File: src/rtl/dco_id_counter.sv
// Increment/decrement digital controlled oscillator for a digital PLL.
// A loop filter issues carry (advance) and borrow (retard) requests; each
// one shortens or stretches a single id_out half-period by one clk. id_out
// is then divided by N_DIV to produce dco_signal for the phase detector.
module dco_id_counter #(
  parameter int N_DIV = 8
) (
  input  logic clk,
  input  logic reset,
  input  logic carry,
  input  logic borrow,
  output logic id_out,
  output logic dco_signal,
  output logic req_dropped
);

  localparam int HALF_DIV = N_DIV / 2;
  localparam int CW       = (HALF_DIV > 1) ? $clog2(HALF_DIV) : 1;

  // Request edge-detect registers
  logic          carry_q, borrow_q;
  // Pending correction flags
  logic          carry_pend_q, carry_pend_d;
  logic          borrow_pend_q, borrow_pend_d;
  logic          req_dropped_q, req_dropped_d;
  // Half-period counter and current half-period length (1, 2 or 3 clk)
  logic [1:0]    hp_q, hp_d;
  logic [1:0]    len_q, len_d;
  logic          id_out_q, id_out_d;
  logic          id_prev_q;
  // Feedback divider
  logic [CW-1:0] cnt_q, cnt_d;
  logic          dco_q, dco_d;

  logic carry_req, borrow_req;
  logic carry_only_req, borrow_only_req;
  logic toggle;
  logic both_pend;
  logic consume_carry, consume_borrow;
  logic clear_carry, clear_borrow;
  logic drop_carry, drop_borrow;
  logic id_rise, div_wrap;

  // A request is a rising level, so a held-high input counts only once.
  // Simultaneous carry and borrow requests cancel each other outright.
  assign carry_req       = carry & ~carry_q;
  assign borrow_req      = borrow & ~borrow_q;
  assign carry_only_req  = carry_req & ~borrow_req;
  assign borrow_only_req = borrow_req & ~carry_req;

  // The half-period ends when hp reaches L-1; a correction is taken only here,
  // which limits corrections to one per half-period.
  assign toggle         = (hp_q == (len_q - 2'd1));
  // Opposing corrections both pending are mutually cancelling.
  assign both_pend      = carry_pend_q & borrow_pend_q;
  assign consume_carry  = toggle & carry_pend_q & ~borrow_pend_q;
  assign consume_borrow = toggle & borrow_pend_q & ~carry_pend_q;
  assign clear_carry    = consume_carry | both_pend;
  assign clear_borrow   = consume_borrow | both_pend;
  // A fresh request beats a same-edge clear, so only a still-held flag drops.
  assign drop_carry     = carry_only_req & carry_pend_q & ~clear_carry;
  assign drop_borrow    = borrow_only_req & borrow_pend_q & ~clear_borrow;

  // Rising id_out seen from registered state: no derived clock is needed.
  assign id_rise  = id_out_q & ~id_prev_q;
  assign div_wrap = id_rise & (cnt_q == CW'(HALF_DIV - 1));

  // Next-state computation for pending flags, oscillator and divider
  always_comb begin
    carry_pend_d  = carry_only_req | (carry_pend_q & ~clear_carry);
    borrow_pend_d = borrow_only_req | (borrow_pend_q & ~clear_borrow);
    req_dropped_d = req_dropped_q | drop_carry | drop_borrow;

    hp_d     = hp_q + 2'd1;
    len_d    = len_q;
    id_out_d = id_out_q;
    if (toggle) begin
      hp_d     = 2'd0;
      id_out_d = ~id_out_q;
      if (consume_carry) begin
        len_d = 2'd1;
      end else if (consume_borrow) begin
        len_d = 2'd3;
      end else begin
        len_d = 2'd2;
      end
    end

    cnt_d = cnt_q;
    dco_d = dco_q;
    if (id_rise) begin
      if (div_wrap) begin
        cnt_d = '0;
        dco_d = ~dco_q;
      end else begin
        cnt_d = cnt_q + 1'b1;
      end
    end
  end

  // State registers with asynchronous reset
  always_ff @(posedge clk or posedge reset) begin
    if (reset) begin
      carry_q       <= 1'b0;
      borrow_q      <= 1'b0;
      carry_pend_q  <= 1'b0;
      borrow_pend_q <= 1'b0;
      req_dropped_q <= 1'b0;
      hp_q          <= 2'd0;
      len_q         <= 2'd2;
      id_out_q      <= 1'b0;
      id_prev_q     <= 1'b0;
      cnt_q         <= '0;
      dco_q         <= 1'b0;
    end else begin
      carry_q       <= carry;
      borrow_q      <= borrow;
      carry_pend_q  <= carry_pend_d;
      borrow_pend_q <= borrow_pend_d;
      req_dropped_q <= req_dropped_d;
      hp_q          <= hp_d;
      len_q         <= len_d;
      id_out_q      <= id_out_d;
      id_prev_q     <= id_out_q;
      cnt_q         <= cnt_d;
      dco_q         <= dco_d;
    end
  end

  assign id_out      = id_out_q;
  assign dco_signal  = dco_q;
  assign req_dropped = req_dropped_q;

endmodule

File: config.mk
export PLATFORM = sky130hd
export DESIGN_NAME = dco_id_counter
export DESIGN_NICKNAME = d
export VERILOG_FILES = /design/src/rtl/dco_id_counter.sv
export SDC_FILE = /design/constraint.sdc
export NUM_CORES = 1
export LEC_CHECK = 0
export CAP_MARGIN = 10
export CELL_PAD_IN_SITES_DETAIL_PLACEMENT = 0
export CELL_PAD_IN_SITES_GLOBAL_PLACEMENT = 1
export CORE_MARGIN = 1.5
export CORE_UTILIZATION = 44
export DETAILED_ROUTE_END_ITERATION = 8
export GPL_TIMING_DRIVEN = 0
export PLACE_DENSITY = 0.85
export RECOVER_POWER = 25
export SKIP_LAST_GASP = 1
export SLEW_MARGIN = 20
export SYNTH_ARGS = -nofsm -noshare
export SYNTH_HDL_FRONTEND = slang
export SYNTH_SLANG_ARGS = --single-unit
File: constraint.sdc
create_clock -name clk -period 3.7 [get_ports clk]
set_input_delay 0.74 -clock clk [delete_from_list [all_inputs] [get_ports clk]]
set_output_delay 0.74 -clock clk [all_outputs]
set_load 0.05 [all_outputs]
## Word level (Yosys, flattened, before mapping)

Index checks and enable logic that the tools add are counted.

- Register bits after elaboration: 14
- Output and inout bits: 3
- Logic and storage cells: 55

- Add/sub/neg operators: 3
- Equal/unequal tests: 2
- Multiplexer cells: 4
- Bitwise gates (word level): 34
- Reductions and logical operators: 1

Operators with widths:

| operator | number |
|---|---|
| $and 1x1->1 | 17 |
| $not 1->1 | 11 |
| $mux 2 | 3 |
| $or 1x1->1 | 6 |
| $add 2x1->2 const B | 2 |
| $eq 2x2->1 | 1 |
| $eq 2x2->1 const B | 1 |
| $reduce_and 2->1 | 1 |
| $sub 2x1->2 const B | 1 |
| $mux 1 | 1 |

## Logic depth before layout (Yosys ltp)

- Depth after elaboration: 9
- Depth in mapped cells: 4
- Mapped depth without buffers: 4

## Worst setup path before layout

OpenSTA, ideal clock, no wires.

- Kind: flip-flop to flip-flop
- From: register len_q[1]
- To: register len_q[1]
- Setup time: 82 ps
- Arrival: 1387 ps
- Required time: 3618 ps
- Path slack: 2230 ps
- Stages on the path, launching flop included: 4
- Clock period less this slack: 1470 ps
- Path through: dfstp_2 xor2_2 mux2i_4 mux2_4

- Longest elaborated chain between the ends: 5

RTL lines:

| element | RTL line | text |
|---|---|---|
| start: declaration | 28 | `logic [1:0] len_q, len_d;` |
| start signal: assignment | 122 | `len_q <= len_d;` |
| $sub 2x1->2 * | 53 | `assign toggle = (hp_q == (len_q - 2'd1));` |
| $eq 2x2->1 * | 53 |  |
| $and 1x1->1 (2 in a row) | 56 | `assign consume_carry = toggle & carry_pend_q & ~borrow_pend_q;` |
| $mux 2 | 80 | `if (consume_carry) begin` |

Mark *: on every way between the ends. The rest lies on a longest branch, timed or not.
A chain may end at the register's enable or synchronous reset.

## Worst setup path after layout

- From: register id_out_q (netlist: id_out)
- To: output id_out

RTL lines:

| element | RTL line | text |
|---|---|---|
| start: declaration | 29 | `logic id_out_q, id_out_d;` |
| start signal: assignment | 123 | `id_out_q <= id_out_d;` |
| end: declaration | 12 | `output logic id_out,` |

No word-level cell between the ends.

==> impl_metrics.py <==
metrics = {
    "grt": {
        "first_global_vias": 351,
        "grt_use_total_pct": 15.1,
        "grt_max_degree": 15,
        "grt_pass1_wl_mm": 1.46,
        "gr-total-overflow": 0,
        "antenna_found_initial": 0,
    },
    "clock_network": {
        "clk_latency_ns": 0.28,
        "h-tree-depth": 1,
        "cts_hold_buf": 0,
        "cts-root-to-sink-buffers": 2,
        "post_cts_resized": 0,
        "cts_sinks": 14,
        "post_cts_buffers": 0,
        "root_buffer": "clkbuf_4",
        "cts-buffers-inserted": 3,
        "clk_pin_slew_ns": 0.09,
        "cts_tree": "done",
    },
    "routing": {
        "drt-pass1-iter-count": 4,
        "wirelength_um": 778,
        "drtIter0Drc": 3,
        "avgRoutedWirePerCell_um": 11.6,
        "vias_per_cell": 4.90,
        "vias": 328,
        "ant_nets": 0,
        "drcViolationCount": 0,
    },
    "logic_synthesis": {
        "ys_seq_area_share_pct": 61.1,
        "syn-num-nets": 48,
        "synth_area_um2": 576,
        "synth_top_area_share_pct": 56.5,
        "netlist_instances": 43,
        "synth.area.top_cells": "dfrtp_1, nand2b_1, dfstp_2, mux2_2, mux2i_4",
        "synth_edf_count": 0,
        "syn_avg_cell_area_um2": 13.4,
        "async_flop_share_pct": 100,
        "yosysUniqueCellTypes": 20,
        "yosysTopAreaCell": "dfrtp_1",
        "yosysWarnings": 0,
        "synth-seq-cells": 14,
        "synthFlopType": "dfrtp_1",
    },
    "timing": {
        "slew_headroom_pct": 66.3,
        "clock_skew_ns": 0.00472,
        "final.min_clock_period_ns": 2.24,
        "setup_tns_ns": 0,
        "finalCritPeriodShare_pct": 60.5,
        "hold_viol_final": 0,
        "timing.fmax_mhz": 447,
        "setup_violations": 0,
        "rsz0062_at_grt": "no",
        "slew_violations": 0,
        "worst_pin_slew_ns": 0.505,
    },
    "die": {
        "num_rows": 12,
        "die_h_um": 39.2,
        "initial_utilization_pct": 49.8,
        "io_pins": 7,
        "core_area_mm2": 0.00116,
        "dieArea_mm2": 0.00153,
        "fp.dieW_um": 39.2,
    },
    "setup_path": {
        "path_cells": "clkdlybuf4s50_1",
        "timing.rr.end": "len_q[1]",
        "r2r_cells": 3,
        "cp.depth": 1,
        "worstSetupEndpointType": "primary output",
        "r2r-start": "len_q[1]",
        "crit_type": "reg2out",
        "endpoint": "id_out",
        "required_ns": 2.96,
        "path_max_fanout": 4,
        "crit_path_max_incr_delay_ns": 0.82,
        "crit_start": "id_out",
        "ff2ff_setup_slack_ns": 2.14,
        "setup.worst_path.start_class": "register",
        "path_buf_inv": 1,
        "path_delay_family": "buffers and inverters",
        "cp_slowest_cell": "clkdlybuf4s50_1",
        "cp.arrival_ns": 1.50,
    },
    "place": {
        "buffer_ports.inserted": 6,
        "gp_congestion": 0.702,
    },
    "final_layout": {
        "areaGrowthSynthToFinish_pct": 19.8,
        "diodes": 0,
        "final_core_util_pct": 59.6,
        "final_layout_size_suffix_gt1_share_pct": 18.9,
        "fin_nets": 59,
    },
    "run_status": {
        "status": "finished clean",
    },
    "min_path": {
        "hold_class": "reg2reg",
    },
    "power": {
        "p_per_area_mw_per_mm2": 965,
        "ir_drop_mv": 0.475,
        "leakage_uw": 0.000296,
    },
    "flow_run": {
        "cap_violations": 0,
    },
}
cells in the final DEF, fill, tap and decap left out, types with 2 or more instances in the layout:
cell,n
mux2_2,2
o21ai_0,2
clkdlybuf4s50_1,3
dlygate4sd3_1,3
clkbuf_4,3
nand2b_1,5
dfrtp_1,13
nor2_1,4
xnor2_1,2
inv_1,2
synthesized netlist by cell type (2+ instances only):
library cell / instances
dfrtp_1: 13
inv_1: 2
mux2_2: 2
nand2b_1: 5
nor2_1: 4
o21ai_0: 2
xnor2_1: 2
metrics by stage:
stage | cells | hold WS, ns | area (µm²) | setup slack [ns] | total power, µW
after floorplan | 43 | 0.460 | 576 | 2.23 | 494
after global placement | 63 | 0.419 | 653 | 1.78 | 543
after detailed placement | 63 | 0.422 | 653 | 1.77 | 563
after CTS | 67 | 0.441 | 689 | 1.46 | 673
after global routing | 67 | 0.467 | 689 | 1.40 | 717
final | 67 | 0.440 | 689 | 1.46 | 665
power by group:
part / internal, µW / leakage [µW] / switching (µW)
clock network: 59.9 / 0.0000210 / 49.9
logic: 134 / 0.000113 / 153
registers: 223 / 0.000163 / 45.0
worst min-delay path by stage:
stage | start | end | depth (start not counted)
2_1_floorplan | hp_q[0] | hp_q[0] | 1
3_3_place_gp | id_out | id_prev_q | 0
3_5_place_dp | id_out | id_prev_q | 0
4_1_cts | id_out | id_prev_q | 0
5_1_grt | id_out | id_prev_q | 0
6_report | id_out | id_prev_q | 0
registers in the layout, indices dropped and copies added, names as in the netlist:
signal and flops:
borrow_pend_q 1, req_dropped 1, len_q 2, carry_pend_q 1, hp_q 2, id_out 1
dco_signal 1, borrow_q 1, cnt_q 2, id_prev_q 1, carry_q 1
per-layer routing:
metal  wire length [µm]  track usage (%)  vias up
met5                  0                0        -
met4                  0             10.3        0
met3                 41             3.47        0
met2                394             23.8        8
met1                341             18.2      156
li1                   -                -      164
cells by family (layout without fill, tap and decap cells):
family	Yosys count	count (layout)	share of synthesized area [%]
AND/OR/NAND/NOR	12	12	10.7
XOR/XNOR	4	4	7.39
adder cells (fa/ha/maj)	1	1	2.17
multiplexers	4	4	10.4
buffers and inverters	2	12	1.30
AO/OA/AOI/OAI	6	6	6.96
flip-flops	14	14	61.1
cell type report:
cell class / count / area [µm²]
fillers: 98 / 467
clock buffers: 4 / 36.3
inverters: 2 / 7.51
repair buffers: 6 / 60.1
multi-input cells: 27 / 216
flip-flops and latches: 14 / 352
well taps: 14 / 17.5
Power figures use the tool's default switching activity.
